$ cat config.mk
export PLATFORM = sky130hd
export DESIGN_NAME = hc595_chain_driver_flat
export DESIGN_NICKNAME = d
export VERILOG_FILES = /design/src/rtl/hc595_chain_driver_if.sv /design/src/rtl/hc595_chain_driver.sv /design/src/flat_wrapper.sv
export SDC_FILE = /design/constraint.sdc
export NUM_CORES = 1
export LEC_CHECK = 0
export BUFFER_PORTS_ARGS = -buffer_cell sky130_fd_sc_hd__clkbuf_2
export CORE_ASPECT_RATIO = 0.6
export CORE_MARGIN = 2
export CORE_UTILIZATION = 40
export CTS_CLUSTER_DIAMETER = 200
export CTS_CLUSTER_SIZE = 40
export DETAILED_ROUTE_END_ITERATION = 16
export PLACE_DENSITY = 0.6
export REMOVE_ABC_BUFFERS = 1
export SYNTH_ARGS = -nofsm -noshare
export SYNTH_HDL_FRONTEND = slang
export SYNTH_SLANG_ARGS = --single-unit
$ cat constraint.sdc
create_clock -name clk_i -period 2.9 [get_ports clk_i]
set_clock_uncertainty 0.1 [all_clocks]
set_input_delay 0 -clock clk_i [delete_from_list [all_inputs] [get_ports clk_i]]
set_output_delay 0 -clock clk_i [all_outputs]
set_load 0.01 [all_outputs]
$ cat src/rtl/hc595_chain_driver_if.sv
// Parallel-side bus of the 74HC595 chain driver: the frame request
// from the upstream encoder plus the status and serial pins it drives.
interface hc595_chain_driver_if #(
   parameter int NUM_ICS = 2
);
   localparam int N = 8 * NUM_ICS;

   logic         trigger_i;
   logic [N-1:0] data_i;
   logic         busy_o;
   logic         done_o;
   logic         sclk_o;
   logic         data_o;
   logic         latch_en_o;

   // Requester side: issues frames, observes status and pins.
   modport master (
      output trigger_i,
      output data_i,
      input  busy_o,
      input  done_o,
      input  sclk_o,
      input  data_o,
      input  latch_en_o
   );

   // Driver side: accepts frames, drives status and pins.
   modport slave (
      input  trigger_i,
      input  data_i,
      output busy_o,
      output done_o,
      output sclk_o,
      output data_o,
      output latch_en_o
   );
endinterface

$ cat src/rtl/hc595_chain_driver.sv
// Serializer for a daisy-chain of 74HC595s. A one-cycle trigger captures
// an N-bit frame, which is clocked out on SCLK/DATA with DIV system clocks
// per SCLK phase, followed by a DIV-cycle RCLK pulse so the whole frame
// appears on the display at once. busy/done let the refresh multiplexer
// pace frames; a held trigger yields back-to-back frames.
module hc595_chain_driver #(
   parameter int NUM_ICS   = 2,
   parameter int DIV       = 1,
   parameter int MSB_FIRST = 1
) (
   input  logic               clk_i,
   input  logic               rst_i,
   hc595_chain_driver_if.slave bus
);
   localparam int N     = 8 * NUM_ICS;
   localparam int CNT_W = $clog2(N);

   typedef enum logic [1:0] {
      IDLE     = 2'd0,
      SHIFT_LO = 2'd1,
      SHIFT_HI = 2'd2,
      LATCH    = 2'd3
   } state_t;

   state_t           state_r;
   logic [N-1:0]     shreg_r;
   logic [CNT_W-1:0] bit_cnt_r;
   logic [7:0]       div_cnt_r;
   logic             busy_r;
   logic             done_r;
   logic             sclk_r;
   logic             data_r;
   logic             latch_r;

   logic             div_last_s;
   logic             first_bit_s;
   logic             next_bit_s;
   logic [N-1:0]     shifted_s;

   // Divider terminal count: each phase lasts exactly DIV cycles.
   assign div_last_s  = (div_cnt_r == 8'(DIV - 1));

   // Bit selection depends on shift direction; the shift register always
   // keeps the bit currently on data_o at its outgoing end.
   assign first_bit_s = (MSB_FIRST != 0) ? bus.data_i[N-1] : bus.data_i[0];
   assign next_bit_s  = (MSB_FIRST != 0) ? shreg_r[N-2]    : shreg_r[1];
   assign shifted_s   = (MSB_FIRST != 0) ? {shreg_r[N-2:0], 1'b0}
                                         : {1'b0, shreg_r[N-1:1]};

   // Sequencer: state, datapath and every output register in one process.
   always_ff @(posedge clk_i) begin
      if (!rst_i) begin
         state_r   <= IDLE;
         shreg_r   <= '0;
         bit_cnt_r <= '0;
         div_cnt_r <= 8'd0;
         busy_r    <= 1'b0;
         done_r    <= 1'b0;
         sclk_r    <= 1'b0;
         data_r    <= 1'b0;
         latch_r   <= 1'b0;
      end else begin
         done_r <= 1'b0;
         case (state_r)
            IDLE: begin
               sclk_r  <= 1'b0;
               latch_r <= 1'b0;
               if (bus.trigger_i) begin
                  shreg_r   <= bus.data_i;
                  bit_cnt_r <= CNT_W'(N - 1);
                  div_cnt_r <= 8'd0;
                  busy_r    <= 1'b1;
                  data_r    <= first_bit_s;
                  state_r   <= SHIFT_LO;
               end else begin
                  busy_r <= 1'b0;
                  data_r <= 1'b0;
               end
            end
            SHIFT_LO: begin
               if (div_last_s) begin
                  div_cnt_r <= 8'd0;
                  sclk_r    <= 1'b1;
                  state_r   <= SHIFT_HI;
               end else begin
                  div_cnt_r <= div_cnt_r + 8'd1;
               end
            end
            SHIFT_HI: begin
               if (div_last_s) begin
                  div_cnt_r <= 8'd0;
                  sclk_r    <= 1'b0;
                  if (bit_cnt_r != CNT_W'(0)) begin
                     bit_cnt_r <= bit_cnt_r - CNT_W'(1);
                     shreg_r   <= shifted_s;
                     data_r    <= next_bit_s;
                     state_r   <= SHIFT_LO;
                  end else begin
                     data_r  <= 1'b0;
                     latch_r <= 1'b1;
                     state_r <= LATCH;
                  end
               end else begin
                  div_cnt_r <= div_cnt_r + 8'd1;
               end
            end
            LATCH: begin
               if (div_last_s) begin
                  div_cnt_r <= 8'd0;
                  latch_r   <= 1'b0;
                  busy_r    <= 1'b0;
                  done_r    <= 1'b1;
                  state_r   <= IDLE;
               end else begin
                  div_cnt_r <= div_cnt_r + 8'd1;
               end
            end
            default: begin
               state_r   <= IDLE;
               div_cnt_r <= 8'd0;
               busy_r    <= 1'b0;
               sclk_r    <= 1'b0;
               data_r    <= 1'b0;
               latch_r   <= 1'b0;
            end
         endcase
      end
   end

   assign bus.busy_o     = busy_r;
   assign bus.done_o     = done_r;
   assign bus.sclk_o     = sclk_r;
   assign bus.data_o     = data_r;
   assign bus.latch_en_o = latch_r;
endmodule

$ cat src/flat_wrapper.sv
// flat-port wrapper written by rule: the top's interface ports become plain ports
module hc595_chain_driver_flat 
#(
   parameter int NUM_ICS   = 2,
   parameter int DIV       = 1,
   parameter int MSB_FIRST = 1
)
  (clk_i, rst_i, bus_trigger_i, bus_data_i, bus_busy_o, bus_done_o, bus_sclk_o, bus_data_o, bus_latch_en_o);
  hc595_chain_driver_if #(.NUM_ICS(NUM_ICS)) bus_i ();
  input  logic clk_i;
  input  logic rst_i;
  input wire logic [$bits(bus_i.trigger_i)-1:0] bus_trigger_i;
  input wire logic [$bits(bus_i.data_i)-1:0] bus_data_i;
  output wire logic [$bits(bus_i.busy_o)-1:0] bus_busy_o;
  output wire logic [$bits(bus_i.done_o)-1:0] bus_done_o;
  output wire logic [$bits(bus_i.sclk_o)-1:0] bus_sclk_o;
  output wire logic [$bits(bus_i.data_o)-1:0] bus_data_o;
  output wire logic [$bits(bus_i.latch_en_o)-1:0] bus_latch_en_o;
  assign bus_i.trigger_i = bus_trigger_i;
  assign bus_i.data_i = bus_data_i;
  assign bus_busy_o = bus_i.busy_o;
  assign bus_done_o = bus_i.done_o;
  assign bus_sclk_o = bus_i.sclk_o;
  assign bus_data_o = bus_i.data_o;
  assign bus_latch_en_o = bus_i.latch_en_o;
  hc595_chain_driver #(.NUM_ICS(NUM_ICS), .DIV(DIV), .MSB_FIRST(MSB_FIRST)) u_core (.clk_i(clk_i), .rst_i(rst_i), .bus(bus_i));
endmodule
Word-level counts from Yosys, hierarchy flattened
Cells that the tools add are included.
- mux-type cells: 30
- add/subtract/negate cells: 2
- reduce and logical (&&, ||, !) cells: 15
- equality and inequality tests: 9
- operator list (kind ; number):
    2-to-1 mux 15 bit ; 3
    one-hot mux 15 bit (2 select lines) ; 1
    2-to-1 mux 8 bit ; 2
    one-hot mux 8 bit (2 select lines) ; 1
    2-to-1 mux 4 bit ; 3
    AND reduction 4 bit ; 3
    2-to-1 mux 2 bit ; 5
    2-to-1 mux 1 bit ; 9
    adder 8 x 1 -> 8 bit (second input constant) ; 1
    zero test 8 bit ; 1
    inequality test 2 x 1 -> 1 bit (second input constant) ; 4
    one-hot mux 2 bit (4 select lines) ; 1
    one-hot mux 4 bit (2 select lines) ; 1
    one-hot mux 1 bit (3 select lines) ; 2
    AND reduction 2 bit ; 3
    nonzero test 3 bit ; 2
    equality test 2 bit (second input constant) ; 2
    inequality test 2 bit (second input constant) ; 2
    one-hot mux 1 bit (2 select lines) ; 2
    nonzero test 2 bit ; 2
    nonzero test 4 bit ; 1
    subtractor 4 x 1 -> 4 bit (second input constant) ; 1
    AND reduction 3 bit ; 1
    OR reduction 3 bit ; 1
    other kinds (2) ; 2
- flip-flop bits (word level): 34
- output and inout bits: 5

Depth between registers and ports, before layout
Gate-level depths: netlist (run 1).
- depth in word-level cells: 4
- gate-level depth with buffers: 8
- gate-level depth less buffers: 6

Least setup slack after synthesis (run 1)
Ideal clock, no wire load.
- kind: reg-to-reg
- start: register u_core.div_cnt_r[0]
- end: register u_core.shreg_r[11]
- period minus slack after synthesis: 2.033 ns
- cell stages (with the launch flop): 9
- path buffers: 2
- arrival: 1.799 ns
- required time: 2.666 ns
- slack: 0.867 ns
- path through: dfxtp_1 -> inv_1 -> ha_1 -> or4b_4 -> o41ai_2 -> and2b_1 -> buf_4 -> buf_6 -> a211oi_1
- longest elaborated chain between the ends: 3
- ends and longest elaborated chain (item ; line ; source):
    start, declared ; hc595_chain_driver.sv:28 ; logic [7:0] div_cnt_r;
    start signal, assigned ; hc595_chain_driver.sv:86 ; div_cnt_r <= div_cnt_r + 8'd1;
    start signal, assigned ; hc595_chain_driver.sv:104 ; div_cnt_r <= div_cnt_r + 8'd1;
    start signal, assigned ; hc595_chain_driver.sv:115 ; div_cnt_r <= div_cnt_r + 8'd1;
    zero test 8 bit ; hc595_chain_driver.sv:41 ; assign div_last_s = (div_cnt_r == 8'(DIV - 1));
    inequality test 2 x 1 -> 1 bit (no source line) ; - ;
    AND reduction 4 bit (no source line) ; - ;
    end signal, assigned ; hc595_chain_driver.sv:69 ; shreg_r <= bus.data_i;
    end signal, assigned ; hc595_chain_driver.sv:95 ; shreg_r <= shifted_s;
    end, declared ; hc595_chain_driver.sv:26 ; logic [N-1:0] shreg_r;
No other way between the ends.
A chain may end at the register's enable or synchronous reset.

Worst setup path in the final report (run 1)
- start: register u_core.div_cnt_r[0]
- end: register u_core.shreg_r[12]
The elaborated chain is that of the path after synthesis.

==> results of run 1 <==
==> state kept, by name (all words and copies together), names as in the netlist <==
| name | cells |
|---|---|
| u_core.shreg_r | 15 |
| u_core.div_cnt_r | 8 |
| u_core.bit_cnt_r | 4 |
| u_core.state_r | 2 |
| u_core.bus.busy_o | 1 |
| u_core.bus.data_o | 1 |
| u_core.bus.done_o | 1 |
| u_core.bus.latch_en_o | 1 |
| u_core.bus.sclk_o | 1 |
==> worst paths after layout <==
check                                                           to  slack [ns]
worst max register to register     u_core.shreg_r[12]$_SDFFE_PN0P_        0.50
worst min-delay path                u_core.bus.data_o$_SDFFE_PN0P_        0.01
worst min register to register  u_core.bus.latch_en_o$_SDFFE_PN0P_        0.37
worst max-delay path               u_core.shreg_r[12]$_SDFFE_PN0P_        0.50
==> power by group <==
part / internal (µW) / switching [µW]
clock: 257 / 161
sequential: 545 / 73.3
combinational: 187 / 259
==> placed cells by master, fill, tap and decap left out, drive strengths merged, types with 7 or more instances in the layout <==
cell         count
clkbuf          30
nand2            7
dfxtp           34
mux2i           14
a21oi           10
o21ai            7
dlygate4sd3     14
nor2             9
a211oi          30
nand3           13
inv              9
==> area by class of cell <==
class,count,area [µm²],area share (%)
multi-input combinational,138,963,45.2
timing repair buffer,39,270,12.7
inverter,9,33.8,1.59
sequential,34,681,32.0
clock inverter,1,30.0,1.41
tap,60,75.1,3.53
clock buffer,7,76.3,3.58
==> logic make-up (layout without fill, tap and decap cells) <==
family,after synthesis,after routing,share of synthesized area [%]
AND/OR/NAND/NOR,52,52,16.8
multiplexers,14,14,8.04
adder cells (fa/ha/maj),3,3,2.15
AO/OA/AOI/OAI,67,67,27.3
XOR/XNOR,2,2,1.01
buffers and inverters,22,56,5.67
flip-flops,34,34,39.1
==> per-stage QoR <==
stage	power, µW	cell area, µm²	setup WS [ns]
after floorplan	921	1680	0.656
after global placement	1030	1880	0.574
after detailed placement	1050	1880	0.498
final	1480	2130	0.502
after global routing	1570	2130	0.229
after CTS	1490	2130	0.514
==> worst max-delay path, delay by kind of cell (launching register included) <==
family,cells,cell delay [ns]
and+or+nand+nor,2,1.04
AOI/OAI and AO/OA,2,0.53
DFF,1,0.35
adders and majority gates,1,0.15
buffers and inverters,1,0.07
==> routing by layer <==
| metal | track usage (%) | up-vias |
|---|---|---|
| li1 | - | 798 |
| met1 | 24.9 | 767 |
| met2 | 30.0 | 52 |
| met3 | 4.45 | 7 |
| met4 | 7.96 | 0 |
| met5 | 0 | - |
==> results.sh, run 1 <==
export IMPL_postCtsHoldBufs=14
export IMPL_final_cells=288
export IMPL_fin_nets=249
export IMPL_clk_transition_reported_paths_ns=0.07
export IMPL_num_io_pins=24
export IMPL_cp_cell_sequence="inv_1, ha_1, or4b_4, o41ai_2, and2b_1, a211oi_1"
export IMPL_grt_ovfl_total=0
export IMPL_start_util_pct=42.1
export IMPL_vdd_ir_drop_max_v=0.000288
export IMPL_worstSetupPathType="flip-flop to flip-flop"
export IMPL_grt_pass1_vias=1535
export IMPL_finalSetupViolCount=0
export IMPL_tns_ns=0
export IMPL_cts_num_sinks=34
export IMPL_cts_buffer_depth=2
export IMPL_worst_setup_path_start_kind="flip-flop"
export IMPL_cp_arrival_ns=2.43
export IMPL_drive_gt1_share_pct=16.2
export IMPL_post_route_period_util_pct=82.7
export IMPL_synthArstFlopShare_pct=0
export IMPL_n_antenna_cell=0
export IMPL_hold_path_class="input pin to flip-flop"
export IMPL_tightest_slew_ns=0.819
export IMPL_vias=1624
export IMPL_wl_met1_mm=2.08
export IMPL_gp_congestion=0.796
export IMPL_ctsResizeCount=0
export IMPL_rows=18
export IMPL_status="finished, final reports clean"
export IMPL_grt_pass1_wl_mm=6.96
export IMPL_cp_max_fo=16
export IMPL_maxCapViolations=0
export IMPL_synth_ff_type="dfxtp_1"
export IMPL_netlist_top_cells_count="34 x dfxtp_1, 30 x a211oi_1, 14 x mux2i_1"
export IMPL_ys_seq_area_share_pct=39.1
export IMPL_clock_latency_ns=0.28
export IMPL_syn_to_final_growth_pct=22.2
export IMPL_hold_ws_ns=0.0134
export IMPL_utilization_pct=51.4
export IMPL_slew_viol_final=0
export IMPL_slew_headroom_pct=45.3
export IMPL_finalWirelength_mm=4.25
export IMPL_routedWlPerCell_um=14.8
export IMPL_reg2reg_from="u_core.div_cnt_r[0]$_SDFFE_PN0P_"
export IMPL_netlist_area_um2=1740
export IMPL_hold_viol=0
export IMPL_ys_seq_elements=34
export IMPL_vias_per_cell=5.64
export IMPL_cts_root_buffer="clkbuf_8"
export IMPL_wl_met2_mm=1.87
export IMPL_coreArea_um2=4140
export IMPL_avgSynthCellArea_um2=8.98
export IMPL_die_area_um2=4920
export IMPL_crit_path_start="u_core.div_cnt_r[0]$_SDFFE_PN0P_"
export IMPL_gr_usage_all_layers_pct=18.8
export IMPL_hp_start="rst_i"
export IMPL_die_y_um=55.1
export IMPL_rsz0062_at_grt="no"
export IMPL_num_fill_cells=398
export IMPL_worst_setup_path_end_kind="flip-flop"
export IMPL_port_buffers=23
export IMPL_p_leak_uw=0.000793
export IMPL_postCtsSetupBuffers=0
export IMPL_min_path_cells=2
export IMPL_synth_edf_count=0
export IMPL_yosys_warnings=0
export IMPL_drtIter0Drc=126
export IMPL_fp_dieW_um=89.2
export IMPL_cts_tree="yes"
export IMPL_grt_max_degree=25
export IMPL_wl_met3_um=243
export IMPL_syn_instance_count=194
export IMPL_critPathMaxStageDelay_ns=0.54
export IMPL_htree_levels=2
export IMPL_post_route_drc_count=0
export IMPL_yosysTopAreaCell="dfxtp_1"
export IMPL_synthDistinctLibCells=42
export IMPL_dp_cells=266
export IMPL_worstPathRequired_ns=2.93
export IMPL_yosysMostFrequentCell="dfxtp_1"
export IMPL_fmax_mhz=417
export IMPL_power_density_nw_per_um2=695
export IMPL_yosys_top_cells_area="dfxtp_1 39%, a211oi_1 13%, mux2i_1 8.0%"
export IMPL_reg2reg_depth=6
export IMPL_cp_slowest_cell="and2b_1"
export IMPL_ant_nets=0
export IMPL_dp_hpwl_mm=2.90
export IMPL_yosysTopAreaCellShare_pct=39.1
export IMPL_firstDrtPassIters=4
export IMPL_finalCriticalPeriod_ns=2.40
export IMPL_cts_buffers=5
export IMPL_dr_max_layer_used="met4"
export IMPL_antenna_found_initial=0
Power figures use the tool's default switching activity.
==> run 2, diff against run 1 <==
==> constraint.sdc (replaced) <==
create_clock -name clk_i -period 2.36 [get_ports clk_i]
set_clock_uncertainty 0.1 [all_clocks]
set_input_delay 0 -clock clk_i [delete_from_list [all_inputs] [get_ports clk_i]]
set_output_delay 0 -clock clk_i [all_outputs]
set_load 0.01 [all_outputs]
==> run 2 against run 1 <==
Core utilization rose by 1.8 points; critical path depth rose by 1; first-iteration DRC count fell by 10%; non-clock buffer count rose by 9; global-route usage rose by 1.7 points; setup slack got worse by 0.29 ns; via count rose by 1.5%; routed wire length rose by 4.1%; highest routed layer unchanged.
==> results.sh, run 2 (synthesis gave the netlist of run 1 again) <==
export IMPL_hold_viol=0
export IMPL_power_frac_comb_pct=31.8
export IMPL_clock_latency_ns=0.29
export IMPL_n_antenna_cell=0
export IMPL_worst_setup_path_end_kind="flip-flop"
export IMPL_rows=18
export IMPL_hp_start="bus_trigger_i"
export IMPL_cts_tree="yes"
export IMPL_hold_path_class="input pin to flip-flop"
export IMPL_coreArea_um2=4140
export IMPL_reg2reg_from="u_core.div_cnt_r[1]$_SDFFE_PN0P_"
export IMPL_die_area_um2=4920
export IMPL_min_to="u_core.state_r[0]$_SDFFE_PN0P_"
export IMPL_reg_largest_list="u_core.shreg_r: 15 flops, u_core.div_cnt_r: 8 flops, u_core.bit_cnt_r: 4 flops"
export IMPL_tightest_slew_ns=0.614
export IMPL_clk_transition_reported_paths_ns=0.07
export IMPL_worstSetupPathType="flip-flop to flip-flop"
export IMPL_htree_levels=2
export IMPL_utilization_pct=53.2
export IMPL_finalSetupViolCount=0
export IMPL_port_buffers=23
export IMPL_status="finished, final reports clean"
export IMPL_seq_power_share_pct=39.6
export IMPL_syn_to_final_growth_pct=26.6
export IMPL_p_clk_share_pct=28.6
export IMPL_grt_pass1_wl_mm=7.53
export IMPL_layout_commonest_cell="dfxtp_1"
export IMPL_p_int_uw=1270
export IMPL_critPathMaxStageDelay_ns=0.50
export IMPL_die_y_um=55.1
export IMPL_drive_gt1_share_pct=19.5
export IMPL_grt_ovfl_total=0
export IMPL_seq_area_um2=681
export IMPL_vias_per_cell=5.57
export IMPL_finalWirelength_mm=4.43
export IMPL_slew_headroom_pct=58.8
export IMPL_grt_pass1_vias=1613
export IMPL_firstDrtPassIters=4
export IMPL_largest_reg_flops=15
export IMPL_postCtsSetupBuffers=0
export IMPL_rsz0062_at_grt="no"
export IMPL_grt_max_degree=23
export IMPL_routedWlPerCell_um=15.0
export IMPL_antenna_found_initial=0
export IMPL_num_io_pins=24
export IMPL_worst_setup_path_start_kind="flip-flop"
export IMPL_fp_dieW_um=89.2
export IMPL_post_route_drc_count=0
export IMPL_cts_buffer_depth=2
export IMPL_power_density_nw_per_um2=861
export IMPL_start_util_pct=42.1
export IMPL_fin_nets=258
export IMPL_switchingPower_uw=626
export IMPL_multi_input_area_um2=963
export IMPL_cts_root_buffer="clkbuf_8"
export IMPL_p_leak_uw=0.000842
export IMPL_ant_nets=0
export IMPL_cp_arrival_ns=2.22
export IMPL_post_route_period_util_pct=91.2
export IMPL_reg2reg_depth=7
export IMPL_layout_common_cells="34 x dfxtp_1, 30 x a211oi_1, 23 x clkbuf_2, 15 x dlygate4sd3_1, 14 x mux2i_1"
export IMPL_r2r_end="u_core.shreg_r[11]$_SDFFE_PN0P_"
export IMPL_slew_viol_final=0
export IMPL_num_fill_cells=402
export IMPL_drtIter0Drc=113
export IMPL_cp_cell_sequence="inv_1, ha_1, or4b_4, o41ai_2, and2b_1, buf_4, a211oi_1"
export IMPL_gp_congestion=0.840
export IMPL_r2r_slack_ns=0.21
export IMPL_p_sw_share_pct=33.0
export IMPL_vdd_ir_drop_max_v=0.000373
export IMPL_dp_hpwl_mm=3.09
export IMPL_fmax_mhz=465
export IMPL_maxCapViolations=0
export IMPL_finalCriticalPeriod_ns=2.15
export IMPL_gr_usage_all_layers_pct=20.5
export IMPL_cts_num_sinks=34
export IMPL_worstPathRequired_ns=2.42
export IMPL_largest_register="u_core.shreg_r"
export IMPL_cp_slowest_cell="or4b_4"
export IMPL_cp_max_fo=16
export IMPL_vias=1649
export IMPL_tns_ns=0
export IMPL_cts_buffers=5
export IMPL_min_path_cells=3
## run 2: final cells by class
type	count	area share [%]
clock inverter	1	1.36
sequential	34	30.9
clock buffer	6	3.74
timing repair buffer	48	15.4
tap	60	3.40
inverter	9	1.53
multi-input combinational	138	43.7
## run 2: worst max path at each step
stage / start / end / slack (ns) / depth (start not counted)
after global routing: u_core.div_cnt_r[1]$_SDFFE_PN0P_ / u_core.bit_cnt_r[2]$_SDFFE_PN0P_ / 0.05 / 7
after global placement: u_core.div_cnt_r[0]$_SDFFE_PN0P_ / u_core.bit_cnt_r[2]$_SDFFE_PN0P_ / 0.27 / 7
after detailed placement: u_core.div_cnt_r[1]$_SDFFE_PN0P_ / u_core.shreg_r[14]$_SDFFE_PN0P_ / 0.23 / 7
final: u_core.div_cnt_r[1]$_SDFFE_PN0P_ / u_core.shreg_r[11]$_SDFFE_PN0P_ / 0.21 / 7
after CTS: u_core.div_cnt_r[1]$_SDFFE_PN0P_ / u_core.shreg_r[11]$_SDFFE_PN0P_ / 0.23 / 7
after floorplan: u_core.state_r[1]$_SDFFE_PN0P_ / u_core.shreg_r[10]$_SDFFE_PN0P_ / 0.12 / 4
## run 2: metal layers
metal / vias to the layer above / wire, µm / global-route usage (%)
met2: 50 / 1950 / 31.5
met3: 6 / 257 / 5.19
met4: 0 / 40 / 7.71
li1: 823 / - / -
met5: - / 0 / 0
met1: 770 / 2180 / 28.0
## run 2: timing repair
action,4_1_cts,5_1_grt
hold buffers,15,0
hold endpoints to repair,15,0
gates resized for setup,0,0
## run 2: metrics by stage
step	cell area (µm²)	cells	setup slack [ns]	hold WS [ns]	power (µW)
2_1_floorplan	1680	181	0.116	0.0177	1130
4_1_cts	2210	296	0.228	0.0309	1900
5_1_grt	2210	296	0.0454	0.0572	2010
6_report	2210	296	0.207	0.0443	1900
3_3_place_gp	1940	274	0.274	0.224	1310
3_5_place_dp	1940	274	0.231	0.236	1340
## run 2: power groups by stage
| stage | logic (µW) | registers [µW] | clock network (µW) |
|---|---|---|---|
| after floorplan | 366 | 765 | 0 |
| after global placement | 555 | 751 | 0 |
| after detailed placement | 577 | 760 | 0 |
| after CTS | 598 | 747 | 556 |
| after global routing | 668 | 763 | 583 |
| final | 604 | 751 | 543 |
## run 2: worst max-delay path, delay by kind of cell, from the launching register on
| kind | cells | cell delay [ns] |
|---|---|---|
| buffers and inverters | 2 | 0.29 |
| AO/OA/AOI/OAI | 2 | 0.47 |
| flip-flops | 1 | 0.34 |
| AND/OR/NAND/NOR | 2 | 0.67 |
| adder cells (fa/ha/maj) | 1 | 0.16 |
